**src/rtl/seq_controller_if.sv**
```systemverilog
// seq_controller_if: bundles the sequencer's decode inputs, datapath controls and status.
//   master : the sequencer side (takes opcode/run/mem_ready/acc_zero, drives controls/status)
//   slave  : the datapath/memory side (mirror image of master)
// Parameter OPW sets the opcode field width.
interface seq_controller_if #(
  parameter int unsigned OPW = 3
);
  // Inputs to the sequencer
  logic [OPW-1:0] opcode;
  logic           run;
  logic           mem_ready;
  logic           acc_zero;
  // Datapath register controls
  logic           load_IR;
  logic           load_acc;
  logic           ld_pc;
  logic           clr_pc;
  logic           inc_pc;
  // Accumulator source / ALU selects
  logic           sel_alu;
  logic           sel_bus;
  logic           pass_add;
  logic           sub_en;
  // Address mux and memory strobes
  logic           ir_on_adr;
  logic           pc_on_adr;
  logic           mem_read;
  logic           mem_write;
  // Status
  logic           halted;
  logic           timeout;
  logic           illegal_op;
  logic [2:0]     state;

  modport master (
    input  opcode, run, mem_ready, acc_zero,
    output load_IR, load_acc, ld_pc, clr_pc, inc_pc,
    output sel_alu, sel_bus, pass_add, sub_en,
    output ir_on_adr, pc_on_adr, mem_read, mem_write,
    output halted, timeout, illegal_op, state
  );

  modport slave (
    output opcode, run, mem_ready, acc_zero,
    input  load_IR, load_acc, ld_pc, clr_pc, inc_pc,
    input  sel_alu, sel_bus, pass_add, sub_en,
    input  ir_on_adr, pc_on_adr, mem_read, mem_write,
    input  halted, timeout, illegal_op, state
  );
endinterface

```
**src/rtl/seq_controller.sv**
```systemverilog
// seq_controller: fetch/decode/execute sequencer for a simple accumulator machine.
//   clock     : system clock, rising edge
//   reset     : asynchronous active-high reset
//   bus       : seq_controller_if.master -- opcode/run/mem_ready/acc_zero in,
//               datapath controls, memory strobes, status flags and state code out
// Parameters: OPW (opcode width, 3..8), MAX_WAIT (memory wait cycles before timeout, 1..255).
module seq_controller #(
  parameter int unsigned OPW      = 3,
  parameter int unsigned MAX_WAIT = 15
) (
  input logic              clock,
  input logic              reset,
  seq_controller_if.master bus
);

  localparam int unsigned CntW = $clog2(MAX_WAIT + 1);

  localparam logic [2:0] OpAdd   = 3'b000;
  localparam logic [2:0] OpLoad  = 3'b001;
  localparam logic [2:0] OpStore = 3'b010;
  localparam logic [2:0] OpSub   = 3'b011;
  localparam logic [2:0] OpJmp   = 3'b100;
  localparam logic [2:0] OpJz    = 3'b101;
  localparam logic [2:0] OpHalt  = 3'b110;

  typedef enum logic [2:0] {
    StIdle   = 3'd0,
    StFetch  = 3'd1,
    StDecode = 3'd2,
    StExec   = 3'd3,
    StHalt   = 3'd4,
    StError  = 3'd5
  } state_e;

  state_e            state_q, state_d;
  logic [CntW-1:0]   cnt_q, cnt_d;
  logic              timeout_q, timeout_d;
  logic              illegal_q, illegal_d;

  logic [OPW-1:0]    opcode;
  logic [2:0]        op_lo;
  logic              op_illegal;
  logic              mem_op;
  logic              wait_state;
  logic              cnt_expired;

  assign opcode      = bus.opcode;
  assign op_lo       = opcode[2:0];
  // Any set bit above the 3-bit opcode field is illegal; zero for OPW == 3.
  assign op_illegal  = (opcode >> 3) != '0;
  // ADD/LOAD/STORE/SUB all have bit 2 clear.
  assign mem_op      = !op_illegal && !op_lo[2];
  assign wait_state  = (state_q == StFetch) || ((state_q == StExec) && mem_op);
  assign cnt_expired = (cnt_q == CntW'(MAX_WAIT));

  // State register and sticky error flags
  always_ff @(posedge clock or posedge reset) begin
    if (reset) begin
      state_q   <= StIdle;
      cnt_q     <= '0;
      timeout_q <= 1'b0;
      illegal_q <= 1'b0;
    end else begin
      state_q   <= state_d;
      cnt_q     <= cnt_d;
      timeout_q <= timeout_d;
      illegal_q <= illegal_d;
    end
  end

  // Next-state logic
  always_comb begin
    state_d   = state_q;
    timeout_d = timeout_q;
    illegal_d = illegal_q;
    case (state_q)
      StIdle: begin
        if (bus.run) state_d = StFetch;
      end
      StFetch: begin
        // Ready wins over an expiring wait counter.
        if (bus.mem_ready) begin
          state_d = StDecode;
        end else if (cnt_expired) begin
          state_d   = StError;
          timeout_d = 1'b1;
        end
      end
      StDecode: begin
        if (op_illegal) begin
          state_d   = StError;
          illegal_d = 1'b1;
        end else if (op_lo == OpHalt) begin
          state_d = StHalt;
        end else begin
          state_d = StExec;
        end
      end
      StExec: begin
        if (!mem_op || bus.mem_ready) begin
          state_d = StFetch;
        end else if (cnt_expired) begin
          state_d   = StError;
          timeout_d = 1'b1;
        end
      end
      StHalt: begin
        if (bus.run) state_d = StFetch;
      end
      StError: begin
        state_d = StError;
      end
      default: begin
        state_d = StIdle;
      end
    endcase
  end

  // Wait counter: cleared on any state change, counts not-ready cycles while waiting.
  always_comb begin
    cnt_d = cnt_q;
    if (state_d != state_q) begin
      cnt_d = '0;
    end else if (wait_state && !bus.mem_ready) begin
      cnt_d = cnt_q + CntW'(1);
    end
  end

  // Output logic
  always_comb begin
    bus.load_IR   = 1'b0;
    bus.load_acc  = 1'b0;
    bus.ld_pc     = 1'b0;
    bus.clr_pc    = 1'b0;
    bus.inc_pc    = 1'b0;
    bus.sel_alu   = 1'b0;
    bus.sel_bus   = 1'b0;
    bus.pass_add  = 1'b0;
    bus.sub_en    = 1'b0;
    bus.ir_on_adr = 1'b0;
    bus.pc_on_adr = 1'b0;
    bus.mem_read  = 1'b0;
    bus.mem_write = 1'b0;
    bus.halted    = 1'b0;
    case (state_q)
      StIdle: begin
        bus.clr_pc = 1'b1;
      end
      StFetch: begin
        bus.pc_on_adr = 1'b1;
        bus.mem_read  = 1'b1;
        bus.load_IR   = bus.mem_ready;
        bus.inc_pc    = bus.mem_ready;
      end
      StExec: begin
        // An opcode that turns illegal after DECODE behaves as a NOP here.
        if (!op_illegal) begin
          case (op_lo)
            OpAdd, OpSub: begin
              bus.ir_on_adr = 1'b1;
              bus.mem_read  = 1'b1;
              bus.sel_alu   = 1'b1;
              bus.pass_add  = (op_lo == OpAdd);
              bus.sub_en    = (op_lo == OpSub);
              bus.load_acc  = bus.mem_ready;
            end
            OpLoad: begin
              bus.ir_on_adr = 1'b1;
              bus.mem_read  = 1'b1;
              bus.sel_bus   = 1'b1;
              bus.load_acc  = bus.mem_ready;
            end
            OpStore: begin
              bus.ir_on_adr = 1'b1;
              bus.mem_write = 1'b1;
            end
            OpJmp: begin
              bus.ld_pc = 1'b1;
            end
            OpJz: begin
              bus.ld_pc = bus.acc_zero;
            end
            default: begin
            end
          endcase
        end
      end
      StHalt: begin
        bus.halted = 1'b1;
      end
      default: begin
      end
    endcase
  end

  assign bus.timeout    = timeout_q;
  assign bus.illegal_op = illegal_q;
  assign bus.state      = state_q;

endmodule

```
**src/flat_wrapper.sv**
```systemverilog
// flat-port wrapper written by rule: the top's interface ports become plain ports
module seq_controller_flat 
#(
  parameter int unsigned OPW      = 3,
  parameter int unsigned MAX_WAIT = 15
)
  (clock, reset, bus_opcode, bus_run, bus_mem_ready, bus_acc_zero, bus_load_IR, bus_load_acc, bus_ld_pc, bus_clr_pc, bus_inc_pc, bus_sel_alu, bus_sel_bus, bus_pass_add, bus_sub_en, bus_ir_on_adr, bus_pc_on_adr, bus_mem_read, bus_mem_write, bus_halted, bus_timeout, bus_illegal_op, bus_state);
  seq_controller_if #(.OPW(OPW)) bus_i ();
  input logic clock;
  input logic reset;
  input wire logic [$bits(bus_i.opcode)-1:0] bus_opcode;
  input wire logic [$bits(bus_i.run)-1:0] bus_run;
  input wire logic [$bits(bus_i.mem_ready)-1:0] bus_mem_ready;
  input wire logic [$bits(bus_i.acc_zero)-1:0] bus_acc_zero;
  output wire logic [$bits(bus_i.load_IR)-1:0] bus_load_IR;
  output wire logic [$bits(bus_i.load_acc)-1:0] bus_load_acc;
  output wire logic [$bits(bus_i.ld_pc)-1:0] bus_ld_pc;
  output wire logic [$bits(bus_i.clr_pc)-1:0] bus_clr_pc;
  output wire logic [$bits(bus_i.inc_pc)-1:0] bus_inc_pc;
  output wire logic [$bits(bus_i.sel_alu)-1:0] bus_sel_alu;
  output wire logic [$bits(bus_i.sel_bus)-1:0] bus_sel_bus;
  output wire logic [$bits(bus_i.pass_add)-1:0] bus_pass_add;
  output wire logic [$bits(bus_i.sub_en)-1:0] bus_sub_en;
  output wire logic [$bits(bus_i.ir_on_adr)-1:0] bus_ir_on_adr;
  output wire logic [$bits(bus_i.pc_on_adr)-1:0] bus_pc_on_adr;
  output wire logic [$bits(bus_i.mem_read)-1:0] bus_mem_read;
  output wire logic [$bits(bus_i.mem_write)-1:0] bus_mem_write;
  output wire logic [$bits(bus_i.halted)-1:0] bus_halted;
  output wire logic [$bits(bus_i.timeout)-1:0] bus_timeout;
  output wire logic [$bits(bus_i.illegal_op)-1:0] bus_illegal_op;
  output wire logic [$bits(bus_i.state)-1:0] bus_state;
  assign bus_i.opcode = bus_opcode;
  assign bus_i.run = bus_run;
  assign bus_i.mem_ready = bus_mem_ready;
  assign bus_i.acc_zero = bus_acc_zero;
  assign bus_load_IR = bus_i.load_IR;
  assign bus_load_acc = bus_i.load_acc;
  assign bus_ld_pc = bus_i.ld_pc;
  assign bus_clr_pc = bus_i.clr_pc;
  assign bus_inc_pc = bus_i.inc_pc;
  assign bus_sel_alu = bus_i.sel_alu;
  assign bus_sel_bus = bus_i.sel_bus;
  assign bus_pass_add = bus_i.pass_add;
  assign bus_sub_en = bus_i.sub_en;
  assign bus_ir_on_adr = bus_i.ir_on_adr;
  assign bus_pc_on_adr = bus_i.pc_on_adr;
  assign bus_mem_read = bus_i.mem_read;
  assign bus_mem_write = bus_i.mem_write;
  assign bus_halted = bus_i.halted;
  assign bus_timeout = bus_i.timeout;
  assign bus_illegal_op = bus_i.illegal_op;
  assign bus_state = bus_i.state;
  seq_controller #(.OPW(OPW), .MAX_WAIT(MAX_WAIT)) u_core (.clock(clock), .reset(reset), .bus(bus_i));
endmodule
```
**config.mk**
```make
export PLATFORM = sky130hd
export DESIGN_NAME = seq_controller_flat
export DESIGN_NICKNAME = d
export VERILOG_FILES = /design/src/rtl/seq_controller_if.sv /design/src/rtl/seq_controller.sv /design/src/flat_wrapper.sv
export SDC_FILE = /design/constraint.sdc
export NUM_CORES = 1
export LEC_CHECK = 0
export ABC_CLOCK_PERIOD_IN_PS = 3200
export CORE_AREA = 2 2 41 43
export DETAILED_ROUTE_END_ITERATION = 7
export DIE_AREA = 0 0 43 45
export HOLD_SLACK_MARGIN = 0.05
export PLACE_DENSITY = 0.89
export SYNTH_ARGS = -nofsm -noshare
export SYNTH_HDL_FRONTEND = slang
export SYNTH_SLANG_ARGS = --single-unit
```
**constraint.sdc**
```tcl
create_clock -name clock -period 3.2 [get_ports clock]
set_clock_uncertainty 0.1 [all_clocks]
set_input_delay 0.64 -clock clock [delete_from_list [all_inputs] [get_ports clock]]
set_output_delay 0.64 -clock clock [all_outputs]
set_load 0.005 [all_outputs]
```
==> metrics.csv <==
stage;metric;value;unit
synth;largest family of logic cells by synthesized area;simple AND/OR/NAND/NOR gates;
global_routing;antenna violations before repair;0;
timing;endpoints failing hold;0;
routing;Starting DRT DRC Count;18;
synth;xor-xnor portion of the synthesized cell area;0;%
global_routing;gr ovfl total;0;
synth;Synth area leader;dfrtp_1;
synth;synthesized flop and latch total;8;
timing;fin. max-slew vios;0;
placement;Placement Setup Slack;0.131;ns
routing;drt drc;0;
routing;DRT Wirelength;1640;µm
setup_path;CP Capture Type;output pin;
timing;post-route setup slack;0.116;ns
run_status;status;completed;
clock_network;register clock-pin slew on the reported worst setup and hold paths;0.06;ns
setup_path;reg2reg end;u_core.cnt_q[3];
synth;Post-synth top flop;dfrtp_1;
synth;mux contribution to synthesized area;0;%
clock_network;Worst-Skew Late Latency;0.26;ns
synth;yosys warns;0;
clock_network;clock net sink count;8;
final_layout;fin util;59.8;%
synth;largest cells by area after synthesis;dfrtp_1, nor3b_1, nor2_1;
routing;DR WL/cell;14.2;µm
job;max-cap viol count;0;
timing;Hold WS;0.380;ns
synth;Synth Area in Compound Gates;23.0;%
synth;register area share after synthesis;32.6;%
clock_network;Max clock buf depth;2;
floorplan;Core Area;1470;µm²
setup_path;Crit. Startpoint;bus_opcode[2];
synth;Synth top area share;32.6;%
synth;Synth Area in Simple Gates;32.4;%
clock_network;Resize count post-CTS;0;
synth;Async SR Flop Fraction;100;%
timing;setup violators final;0;
global_routing;GRT Total Usage;17.8;%
floorplan;die width;43;µm
synth;Netlist cell types;33;
routing;Vias/cell;5.55;
clock_network;H-tree Lvls;1;
clock_network;CTS tree;built;
worst_hold_path;Hold Path Origin;u_core.bus.timeout;
synth;Cell Area, Synth;614;µm²
timing;RSZ-0062 raised after global routing;false;
setup_path;reg2reg path depth;3;
final_layout;Design Area, Final;880;µm²
global_routing;Global Route met2 Usage;31.2;%
timing;max_slew headroom;64.8;%
routing;DRT antenna net count;0;
placement;dpl cell area;857;µm²
setup_path;Critical Path Source Type;input port;
clock_network;Post-CTS Hold Buffers;0;
clock_network;cts bufs inserted;3;
worst_hold_path;Min-Delay Path Depth;1;
clock_network;Root Driver;clkbuf_4;
global_routing;number of global-route vias before repair;646;
routing;first-pass detailed-route iteration total;4;
synth;count leader, synth;dfrtp_1;
synth;syn_nets;86;
floorplan;die height;45;µm
floorplan;initial core utilization;41.8;%
synth;number of synthesized flops with an enable pin;0;
final_layout;final std cells w/o fill;115;
floorplan;die area;1940;µm²
setup_path;Arr. time, crit path;2.34;ns
final_layout;Area Overhead vs Synth;43.2;%
final_layout;# nets final;110;
setup_path;r2r setup slk;1.26;ns
setup_path;Crit Path Category;input port to output pin;
setup_path;crit path max fanout;6;
synth;Post-Syn Instances;77;
final_layout;# diodes;0;
timing;slew of the pin with the lowest slew margin;0.521;ns
floorplan;FP Rows;14;
final_layout;layout cells sized above 1;7.07;%
setup_path;required time of the critical path;2.46;ns
pwr;power density over the cells;597;nW/µm²
timing;FMAX;324;MHz
floorplan;IO Count;27;
global_routing;GRT met1 Usage;21.0;%
worst_hold_path;Worst Hold Class;flip-flop to flip-flop;
placement;placed cell count;112;
global_routing;largest net degree at the start of global routing;13;
synth;most instantiated cells after synthesis;dfrtp_1, nor2_1, inv_1;
synth;post-synthesis average cell area;7.98;µm²
setup_path;RR Startpoint;u_core.bus.state[0];
global_routing;first-pass GRT wire length;2590;µm
timing;post-layout minimum cycle time;3.08;ns
timing;setup TNS;0;ns
placement;port bufs;25;
clock_network;Post CTS Setup Buffer Count;0;
synth;Synth Area in Adders;2.04;%
global_routing;grt met3 use;6.80;%
routing;via count;638;
pwr;Tot Pwr;0.525;mW
global_routing;Most Crowded Layer GR;met2;
placement;post-DP HPWL;1250;µm
worst_hold_path;end of the worst hold path;u_core.bus.timeout;
pwr;Max VDD drop;0.000288;V
timing;Period Utilization, post-route;96.4;%
placement;Final GP Congestion;0.928;
pwr;Leak;0.356;nW
## layout make-up
cell class,count,area (µm²)
flip-flops and latches,8,200
repair buffers,26,258
fillers,128,592
inverters,6,22.5
multi-input cells,56,357
clock buffers,3,22.5
well taps,16,20.0
## cells by family after synthesis
| logic type | Yosys count |
|---|---|
| DFF | 8 |
| and+or+nand+nor | 34 |
| other | 1 |
| AOI/OAI and AO/OA | 20 |
| adders and majority gates | 1 |
| buffers and inverters | 13 |
## worst max-delay path by stage
stage	cells after the start	endpoint	slack (ns)
6_report	5	bus_load_acc	0.12
5_1_grt	4	bus_sel_bus	0.02
4_1_cts	5	bus_load_acc	0.12
3_5_place_dp	4	bus_sel_bus	0.13
3_3_place_gp	4	bus_sel_bus	0.13
2_1_floorplan	6	bus_load_acc	1.0
## report_power, final
part,internal [mW],switching (mW)
logic,0.155,0.124
clock network,0.0431,0.0371
registers,0.120,0.0460
total,0.318,0.207
## metal layers
metal	routed length, µm	up-vias
met2	807	27
li1	-	318
met5	0	-
met4	7	0
met3	105	2
met1	714	291
## critical path, stage by stage
cell and delay (ns):
clkdlybuf4s50_1 0.48, or3_1 0.46, inv_1 0.10, and3_1 0.16
clkdlybuf4s50_1 0.50
## state kept, by name, indices dropped and copies added, names as in the netlist
name and count:
u_core.cnt_q 4, u_core.bus.state 3, u_core.bus.timeout 1
## cells in the final DEF (no fill, tap or decap), types with 3 or more instances in the layout
| master | instances |
|---|---|
| nor2_1 | 7 |
| inv_1 | 6 |
| a21oi_1 | 3 |
| o21ai_0 | 4 |
| nand2b_1 | 3 |
| a211oi_1 | 3 |
| clkdlybuf4s50_1 | 25 |
| dfrtp_1 | 8 |
| nand2_1 | 4 |
| nor3b_1 | 4 |
| nand3_1 | 4 |
| clkbuf_4 | 3 |
(Power assumes the default switching activity.)
==> patch (same flow settings) <==
`MAX_WAIT` is set to 15 in 2 places; all go to 14.
--- a/src/rtl/seq_controller.sv
+++ b/src/rtl/seq_controller.sv
@@ -6,7 +6,7 @@
 // Parameters: OPW (opcode width, 3..8), MAX_WAIT (memory wait cycles before timeout, 1..255).
 module seq_controller #(
   parameter int unsigned OPW      = 3,
-  parameter int unsigned MAX_WAIT = 15
+  parameter int unsigned MAX_WAIT = 14
 ) (
   input logic              clock,
   input logic              reset,
--- a/src/flat_wrapper.sv
+++ b/src/flat_wrapper.sv
@@ -2,7 +2,7 @@
 module seq_controller_flat 
 #(
   parameter int unsigned OPW      = 3,
-  parameter int unsigned MAX_WAIT = 15
+  parameter int unsigned MAX_WAIT = 14
 )
   (clock, reset, bus_opcode, bus_run, bus_mem_ready, bus_acc_zero, bus_load_IR, bus_load_acc, bus_ld_pc, bus_clr_pc, bus_inc_pc, bus_sel_alu, bus_sel_bus, bus_pass_add, bus_sub_en, bus_ir_on_adr, bus_pc_on_adr, bus_mem_read, bus_mem_write, bus_halted, bus_timeout, bus_illegal_op, bus_state);
   seq_controller_if #(.OPW(OPW)) bus_i ();
Function: same outputs for any inputs over 10 cycles, from zero or initial values and one cycle with reset high; that may be too few to reach the edited logic, so the function may still have changed.
==> patch against the unedited design <==
  * Power rose by 4.5%
  * Wire length fell by 4.1%
  * Worst setup slack improved by 0.036 ns
  * First-iteration DRC count rose by 17%
  * Worst hold slack improved by 0.018 ns
  * Via count fell by 2.2%
  * Critical path type unchanged
  * Sequential cell count did not move
  * Sequential share of layout area fell by 0.29 points
  * Combinational power rose by 8.6%
  * Critical path depth fell by 1
  * Cell area rose by 1.3%
  * Synthesized area rose by 1.8%
==> patch: results (changes against the unedited design) <==
- The run finished with clean final reports.
- The maximum fanout along the worst path is 5 (-1).
- Counting instances in the post-synthesis netlist gives the leading cell types as 10 x sky130_fd_sc_hd__nor2_1, 8 x sky130_fd_sc_hd__dfrtp_1, 5 x sky130_fd_sc_hd__nand3_1, 5 x sky130_fd_sc_hd__nor3_1.
- The number of clock buffer instances in the layout came to 3 (unchanged).
- The portion of netlist area occupied by mux cells is 3.20% (+3.2 points).
- The sequential share of the synthesized area is 32.0% (-0.59 points).
- The worst supply voltage drop on vdd is 0.308 mV (+7.1%).
- By area the synthesized netlist is led by sky130_fd_sc_hd__dfrtp_1 32%, sky130_fd_sc_hd__nor2_1 6.0%, sky130_fd_sc_hd__xor2_1 4.2%, sky130_fd_sc_hd__and3_1 4.0%, sky130_fd_sc_hd__ha_1 4.0%.
- The final hold violation count is 0 (unchanged).
- The area of combinational cells with multiple inputs is 383 sq um (+7.4%).
- The non-clock inverter total of the final layout is 4 (-2).
- The number of enable-type register cells in the synthesized netlist is 0 (unchanged).
- The routability congestion estimate from global placement is 0.806 (-13%).
- The post-placement setup slack is 0.137 ns (+0.00550 ns).
- The synthesized instance count is 72 (-6.5%).
- The first-pass iteration count of the detailed router is 4 (unchanged).
- The placed wire-length estimate after detailed placement is 1190 microns (-4.7%).
- The clock-cell share of area is 2.53% (-0.032 points).
- The reported net switching power is 0.212 mW (+2.5%).
- The detail-routed via count per cell is 5.57 (+0.43%).
- The routed wire length is 1570 microns (-4.1%).
- The share of layout cells above drive strength 1 is 8.33% (+1.3 points).
- The sequential portion of the cell area is 22.5% (-0.29 points).
- The power in combinational cells is 0.302 mW (+8.6%).
- The beginning of the worst register-to-register path is u_core.bus.state[1]$_DFF_PP0_.
- The non-clock buffering overhead in the final layout came to 28.1% (-1.2 points).
- The area fraction in compound gates after synthesis is 14.0% (-9.0 points).
- The fraction of the mapped netlist area in adder cells is 4.00% (+2.0 points).
- The leakage power total was 0.384 nW (+7.9%).
- The maximum cell stage delay along the critical path came to 0.57 ns (+0.07 ns).
- The first-pass GRT wire length came to 2420 microns (-6.7%).
- The total global-route track usage came to 17.4% (-0.39 points).
- The xor and xnor fraction of the mapped netlist area was 5.60% (+5.6 points).
- The total number of sequential cells is 8 (unchanged).
- The met3 layer usage reported by global route is 3.60% (-3.2 points).
- The number of unique standard cell types used by synthesis is 31 (-6.1%).
- The routed length on met2 came to 801 microns (-0.74%).
- The global routing usage on met1 is 20.1% (-0.90 points).
- The average wire length per cell after detail routing came to 14.0 microns (-1.5%).
- The number of global-route vias before repair came to 559 (-13%).
- The count of nets after finishing was 108 (-1.8%).
- The wire length on met3 is 57 microns (-46%).
- The wire length on met1 is 671 microns (-6.0%).
- The net count after synthesis is 82 (-4.7%).
[patch: cell types whose count changed in the layout (fill, tap and decap cells not counted), moves of 3 or more]
cell	delta
sky130_fd_sc_hd__nor3_1	+4
sky130_fd_sc_hd__xor2_1	+3
sky130_fd_sc_hd__o21ai_0	-3
sky130_fd_sc_hd__and3_1	+3
sky130_fd_sc_hd__nor2_1	+3
sky130_fd_sc_hd__nor3b_1	-4
sky130_fd_sc_hd__a211oi_1	-3
[patch: worst paths after layout]
check                           cells after the start                              to  slack [ns]
worst max register to register                      4   u_core.bus.state[2]$_DFF_PP0_        1.44
worst min-delay path                                1  u_core.bus.timeout$_DFFE_PP0P_        0.40
max in group asynchronous                           2  u_core.bus.timeout$_DFFE_PP0P_        2.25
min in group asynchronous                           2     u_core.cnt_q[0]$_DFFE_PP0P_        0.52
worst max-delay path                                4                       bus_ld_pc        0.15
worst min register to register                      1  u_core.bus.timeout$_DFFE_PP0P_        0.40
[patch: logic make-up after synthesis]
kind of cell,Yosys count
DFF,8
muxes,2
adders and majority gates,2
other,1
AOI/OAI and AO/OA,10
and+or+nand+nor,37
xor gates and xnor gates,4
buffers and inverters,8
[patch: metrics by stage]
stage / power [mW] / hold WS [ns] / instance area (sq um)
final: 0.549 / 0.399 / 891
after global routing: 0.595 / 0.431 / 891
after CTS: 0.552 / 0.412 / 891
after detailed placement: 0.472 / 0.390 / 868
after global placement: 0.460 / 0.368 / 868
after floorplan: 0.339 / 0.356 / 626
[patch: worst register-to-register path, stage by stage, from the launching register on]
cell,delay [ns]
sky130_fd_sc_hd__dfrtp_1,0.60
sky130_fd_sc_hd__nand2_1,0.21
sky130_fd_sc_hd__or4_1,0.53
sky130_fd_sc_hd__o21ai_2,0.11
sky130_fd_sc_hd__o21bai_1,0.13
